===== config.mk =====
export PLATFORM = sky130hd
export DESIGN_NAME = sram_req_arbiter
export DESIGN_NICKNAME = d
export VERILOG_FILES = /design/src/rtl/sram_req_arbiter.sv
export SDC_FILE = /design/constraint.sdc
export NUM_CORES = 1
export LEC_CHECK = 0
export CORE_AREA = 2 2 124 126
export DETAILED_ROUTE_END_ITERATION = 6
export DIE_AREA = 0 0 126 128
export GPL_TIMING_DRIVEN = 0
export SYNTH_ARGS = -nofsm -noshare
export SYNTH_HDL_FRONTEND = slang
export SYNTH_SLANG_ARGS = --single-unit

===== constraint.sdc =====
create_clock -name clk -period 2.1 [get_ports clk]
set_input_delay 0.42 -clock clk [delete_from_list [all_inputs] [get_ports clk]]
set_output_delay 0.42 -clock clk [all_outputs]
set_load 0.02 [all_outputs]

===== src/rtl/sram_req_arbiter.sv =====
// sram_req_arbiter
//
// Purpose:
//   Merges the core's instruction and data SRAM-like request channels into one
//   SRAM-like master channel for a single-port SRAM-to-AXI bridge. Address-phase
//   requests are arbitrated and a grant is held stable until the bridge accepts
//   it. An in-order owner FIFO remembers which channel issued each accepted
//   request so each returned data_ok/rdata goes back to the right channel.
//
// Configuration macro:
//   SRAM_ARB_RR_EN  defined   -> round-robin between channels on conflict
//                   undefined -> fixed priority, data over inst
//
// Parameters:
//   DEPTH  max outstanding accepted-but-unanswered requests (power of 2, 2..16)
//   PTR_W  FIFO pointer width, derived from DEPTH
//
// Ports:
//   clk, reset                        clock, async active-high reset
//   inst_sram_*  (req/wr/size/addr/wstrb/wdata in; addr_ok/data_ok/rdata out)
//   data_sram_*  (req/wr/size/addr/wstrb/wdata in; addr_ok/data_ok/rdata out)
//   mem_*        (req/wr/size/addr/wstrb/wdata out; addr_ok/data_ok/rdata in)

module sram_req_arbiter #(
  parameter  int DEPTH = 4,
  localparam int PTR_W = $clog2(DEPTH)
) (
  input  logic        clk,
  input  logic        reset,

  input  logic        inst_sram_req,
  input  logic        inst_sram_wr,
  input  logic [1:0]  inst_sram_size,
  input  logic [31:0] inst_sram_addr,
  input  logic [3:0]  inst_sram_wstrb,
  input  logic [31:0] inst_sram_wdata,
  output logic        inst_sram_addr_ok,
  output logic        inst_sram_data_ok,
  output logic [31:0] inst_sram_rdata,

  input  logic        data_sram_req,
  input  logic        data_sram_wr,
  input  logic [1:0]  data_sram_size,
  input  logic [31:0] data_sram_addr,
  input  logic [3:0]  data_sram_wstrb,
  input  logic [31:0] data_sram_wdata,
  output logic        data_sram_addr_ok,
  output logic        data_sram_data_ok,
  output logic [31:0] data_sram_rdata,

  output logic        mem_req,
  output logic        mem_wr,
  output logic [1:0]  mem_size,
  output logic [31:0] mem_addr,
  output logic [3:0]  mem_wstrb,
  output logic [31:0] mem_wdata,
  input  logic        mem_addr_ok,
  input  logic        mem_data_ok,
  input  logic [31:0] mem_rdata
);

  localparam logic [PTR_W:0]   FULL_CNT = DEPTH[PTR_W:0];
  localparam logic [PTR_W:0]   CNT_ONE  = {{PTR_W{1'b0}}, 1'b1};
  localparam logic [PTR_W-1:0] PTR_ONE  = {{(PTR_W-1){1'b0}}, 1'b1};

  // Owner encoding: 0 = inst, 1 = data
  logic [DEPTH-1:0] owner_q, owner_d;
  logic [PTR_W-1:0] wr_ptr_q, wr_ptr_d;
  logic [PTR_W-1:0] rd_ptr_q, rd_ptr_d;
  logic [PTR_W:0]   count_q, count_d;
  logic             locked_q, locked_d;
  logic             lock_owner_q, lock_owner_d;

  logic full, empty, grant, push, pop, head_owner;

`ifdef SRAM_ARB_RR_EN
  // Preferred owner for the next conflict; flips away from each accepted owner.
  logic rr_q, rr_d;
`endif

  always_comb begin
    full  = (count_q == FULL_CNT);
    empty = (count_q == '0);

    // A stalled request keeps the grant so the bridge sees stable fields.
    if (locked_q) begin
      grant = lock_owner_q;
    end else if (inst_sram_req && data_sram_req) begin
`ifdef SRAM_ARB_RR_EN
      grant = rr_q;
`else
      grant = 1'b1;
`endif
    end else begin
      grant = data_sram_req;
    end

    mem_req   = (grant ? data_sram_req : inst_sram_req) && !full && !reset;
    mem_wr    = grant ? data_sram_wr    : inst_sram_wr;
    mem_size  = grant ? data_sram_size  : inst_sram_size;
    mem_addr  = grant ? data_sram_addr  : inst_sram_addr;
    mem_wstrb = grant ? data_sram_wstrb : inst_sram_wstrb;
    mem_wdata = grant ? data_sram_wdata : inst_sram_wdata;

    push = mem_req && mem_addr_ok;
    // Responses with nothing outstanding are dropped without touching the FIFO.
    pop  = mem_data_ok && !empty && !reset;
    head_owner = owner_q[rd_ptr_q];

    inst_sram_addr_ok = push && !grant;
    data_sram_addr_ok = push &&  grant;
    inst_sram_data_ok = pop && !head_owner;
    data_sram_data_ok = pop &&  head_owner;
    inst_sram_rdata   = mem_rdata;
    data_sram_rdata   = mem_rdata;

    // Lock holds exactly while a presented request is waiting; acceptance or
    // the owner dropping its request both release it.
    locked_d     = mem_req && !mem_addr_ok;
    lock_owner_d = locked_d ? grant : lock_owner_q;

    owner_d  = owner_q;
    wr_ptr_d = wr_ptr_q;
    rd_ptr_d = rd_ptr_q;
    count_d  = count_q;
    if (push) begin
      owner_d[wr_ptr_q] = grant;
      wr_ptr_d = wr_ptr_q + PTR_ONE;
    end
    if (pop) begin
      rd_ptr_d = rd_ptr_q + PTR_ONE;
    end
    case ({push, pop})
      2'b10:   count_d = count_q + CNT_ONE;
      2'b01:   count_d = count_q - CNT_ONE;
      default: count_d = count_q;
    endcase

`ifdef SRAM_ARB_RR_EN
    rr_d = push ? !grant : rr_q;
`endif
  end

  always_ff @(posedge clk or posedge reset) begin
    if (reset) begin
      owner_q      <= '0;
      wr_ptr_q     <= '0;
      rd_ptr_q     <= '0;
      count_q      <= '0;
      locked_q     <= 1'b0;
      lock_owner_q <= 1'b0;
    end else begin
      owner_q      <= owner_d;
      wr_ptr_q     <= wr_ptr_d;
      rd_ptr_q     <= rd_ptr_d;
      count_q      <= count_d;
      locked_q     <= locked_d;
      lock_owner_q <= lock_owner_d;
    end
  end

`ifdef SRAM_ARB_RR_EN
  always_ff @(posedge clk or posedge reset) begin
    if (reset) begin
      rr_q <= 1'b0;
    end else begin
      rr_q <= rr_d;
    end
  end
`endif

endmodule


==> impl_metrics.yaml <==
worst_setup_path:
  critical-path-top-cell-by-count: "buf_4"
  worst_setup_path_end_kind: "primary output"
  slowest_stage: "dfrtp_2"
  path_class: "flip-flop to primary output"
  worstPathRequired_ps: 1680
  cp.arrival_ps: 1690
  crit_path_max_fanout: 6
  critPathLaunchType: "flip-flop"
  worst_path_largest_cell_delay_ps: 460
  timing.critical_path.cells: "buf_4, mux2_4, buf_4, and3_1, buf_2"
global_routing:
  gr-total-overflow: 0
  grt_usage_pct: 13.3
  first_pass_grt_wire_length_um: 17400
  grt_start_max_net_pins: 16
  antenna_found_initial: 0
  grt_pass1_vias: 3245
cts:
  clk_path_buf_depth: 2
  cts_htree_levels: 1
  clock_tree_from_tritoncts: "built"
  cts.sinks: 13
  clk_transition_reported_paths_ps: 50
  postCtsHoldBufs: 0
  clockRootBuffer: "clkbuf_16"
  clk-insertion-delay-late_ps: 240
  cts_buffers: 3
synthesis:
  synth-seq-area-share_pct: 15.3
  seq_cells_post_synth: 13
  ys.warnings.count: 0
  synthesis.area_sq_mm: 0.00212
  synth_nets: 551
  post_synth_num_cell_types: 30
  syn_inst: 365
  avgSynthCellArea_sq_um: 5.82
timing:
  setup_slack_ps: -12.0
  grt_setup_unrepaired: "true"
  setup_violations: 1
  relSlewSlack_pct: 82.4
  timing_hold_violations_final: 0
  worst-slew-pin-transition_ps: 263
  maximum_achievable_frequency_mhz: 473
  finalWorstPathRequiredPeriod_ps: 2110
  fin_worst_skew_ps: 5.62
  timing.final.crit_share_pct: 101
  final-max-slew-violation-count: 0
layout:
  area_growth_pct: 161
  final.fill_count: 1599
  final_net_count: 860
  drive_gt1_share_pct: 31.8
  area_of_all_placed_cells_without_fillers_sq_mm: 0.00554
  antenna-diode-count: 0
detailed_routing:
  finalWirelength_um: 11800
  drc_violation_count_after_routing: 0
  avgRoutedWirePerCell_um: 13.7
  viasPerCell: 3.80
  drt_iter0_drc: 150
  route.antenna.remaining_nets: 0
  router_iterations_before_antenna_repair: 7
  vias: 3268
pwr:
  p_switching_mw: 1.37
  share_clk_of_total_power_pct: 11.0
  power.share.sequential_pct: 14.6
  power.density_mw_per_mm2: 584
  power.internal_mw: 1.87
  power.combinational.fraction_pct: 74.4
  p_leak_nw: 2.77
  ir_worst_vdd_mv: 0.368
  switching_share_pct: 42.3
place:
  placement.io_buffers: 287
  place_hpwl_um: 9680
  dp_slack_ps: -1370
  post_dp_cell_area_sq_mm: 0.00524
  routabilityCongestion: 0.803
die:
  io_pins: 320
  floorplan.core_area_sq_mm: 0.0149
  fp.dieArea_sq_mm: 0.0161
  floorplan.initialDensity_pct: 14.3
  die_w_um: 126
  dieHeight_um: 128
  core.rowCount: 45
worst_hold_path:
  hold_path.class: "input port to asynchronous set/reset pin"
run_status:
  violations: "setup timing"
  outcome: "finished, violations left"
run:
  maxCapViolCount: 0
[sequential cells by signal, indices dropped and copies added, names as in the netlist]
name,count
wr_ptr_q,2
count_q,3
rd_ptr_q,2
lock_owner_q,1
locked_q,1
owner_q,4
[what timing repair did]
item,4_1_cts,5_1_grt
gates resized for setup,398,57
setup buffers,16,2
pin swaps,4,13
cloned,1,1
hold endpoints to repair,0,0
setup endpoints to repair,79,61
[power groups by stage]
stage	combinational, mW	sequential, mW	clock (mW)
3_3_place_gp	2.24	0.470	0
6_report	2.41	0.472	0.355
4_1_cts	2.39	0.471	0.357
3_5_place_dp	2.24	0.475	0
5_1_grt	2.62	0.491	0.375
2_1_floorplan	1.18	0.445	0
[metrics by stage]
stage | setup TNS (ps) | std cells | util (%) | hold WS [ps] | total power, mW
2_1_floorplan | -138 | 365 | - | 318 | 1.63
3_3_place_gp | -87230 | 840 | 35.3 | 470 | 2.71
3_5_place_dp | -87930 | 840 | 35.3 | 485 | 2.72
4_1_cts | -619 | 860 | 37.0 | 433 | 3.22
5_1_grt | -1290 | 861 | 37.3 | 471 | 3.49
6_report | -12.0 | 861 | 37.3 | 429 | 3.24
[layer usage]
layer	up-vias	part of all wire, %	track usage (%)	wire [um]
met2	182	48	23.2	5730
met1	1414	43	17.8	5130
met5	-	0	0	0
met3	6	7.7	2.38	912
li1	1666	-	-	-
met4	0	0.59	1.36	70
[critical path, delay by kind of cell (launching register included)]
kind | cells | cell delay (ps)
multiplexers | 1 | 340
AND/OR/NAND/NOR | 1 | 170
flip-flops | 1 | 460
buffers and inverters | 3 | 480
[Yosys cell counts]
cell type  number  share of area (%)
nand2_1       215                 38
buf_4          64                 23
dfrtp_1        13                 15
clkbuf_1       12                2.1
inv_1           7                1.2
buf_2           6                1.4
ha_1            5                2.9
nand3_1         5                1.2
o21ai_0         4               0.94
o31ai_1         4                1.4
nor2_1          3               0.53
xnor2_1         3                1.2
xor2_1          3                1.2
and2_1          2               0.59
and3_1          2               0.59
mux2i_1         2               0.94
nor2b_1         2               0.59
a21boi_0        1               0.35
a32o_1          1               0.47
and2_4          1               0.41
fa_1            1               0.94
mux2_2          1               0.53
mux2_4          1               0.71
mux4_2          1                1.1
nand2b_1        1               0.29
nor2b_4         1               0.65
nor3_1          1               0.24
o22ai_2         1               0.59
o311a_1         1               0.47
or3b_1          1               0.41
[cell usage in the layout (no fill, tap or decap), types with 2 or more instances in the layout]
master	n
and2_1	2
o31ai_1	4
buf_6	21
nand2_4	4
buf_4	101
dfrtp_1	11
dlygate4sd2_1	5
buf_8	4
inv_1	4
inv_2	2
and3_1	2
nand2_1	196
dfrtp_2	2
clkdlybuf4s50_1	207
nor2_1	3
clkbuf_4	2
mux2_4	3
nand2_2	15
nor2b_4	2
ha_1	4
buf_2	34
nand3_1	5
clkbuf_8	9
xnor2_1	3
clkbuf_16	4
xor2_1	3
o21ai_0	4
[cells by family after synthesis]
logic type	count (synthesis)	synth area share, %
simple gates	234	43.5
buf+inv	89	27.4
flops	13	15.3
compound gates	12	4.24
xor+xnor	6	2.47
fa+ha+maj	6	3.89
mux	5	3.24
[path summary, 6_finish.rpt]
kind	cells after the start	to	slack, ps	from
min in group clk	1	rd_ptr_q[1]$_DFFE_PP0P_	500	rd_ptr_q[1]$_DFFE_PP0P_
min reg2reg	1	rd_ptr_q[1]$_DFFE_PP0P_	500	rd_ptr_q[1]$_DFFE_PP0P_
min	3	owner_q[3]$_DFFE_PP0P_	430	reset
max	5	data_sram_addr_ok	-10	locked_q$_DFF_PP0_
max in group asynchronous	3	lock_owner_q$_DFFE_PP0P_	1490	reset
max reg2reg	10	count_q[2]$_DFFE_PP0P_	30	count_q[0]$_DFFE_PP0P_
[cell type report]
cell class | count | area (sq um) | area share, %
tap | 188 | 235 | 4.24
clock buffer | 4 | 78.8 | 1.42
buffer | 79 | 683 | 12.3
timing repair buffer | 306 | 2830 | 51.1
sequential | 13 | 328 | 5.91
multi-input combinational | 264 | 1360 | 24.5
inverter | 7 | 30.0 | 0.542
(Power assumes the default switching activity.)
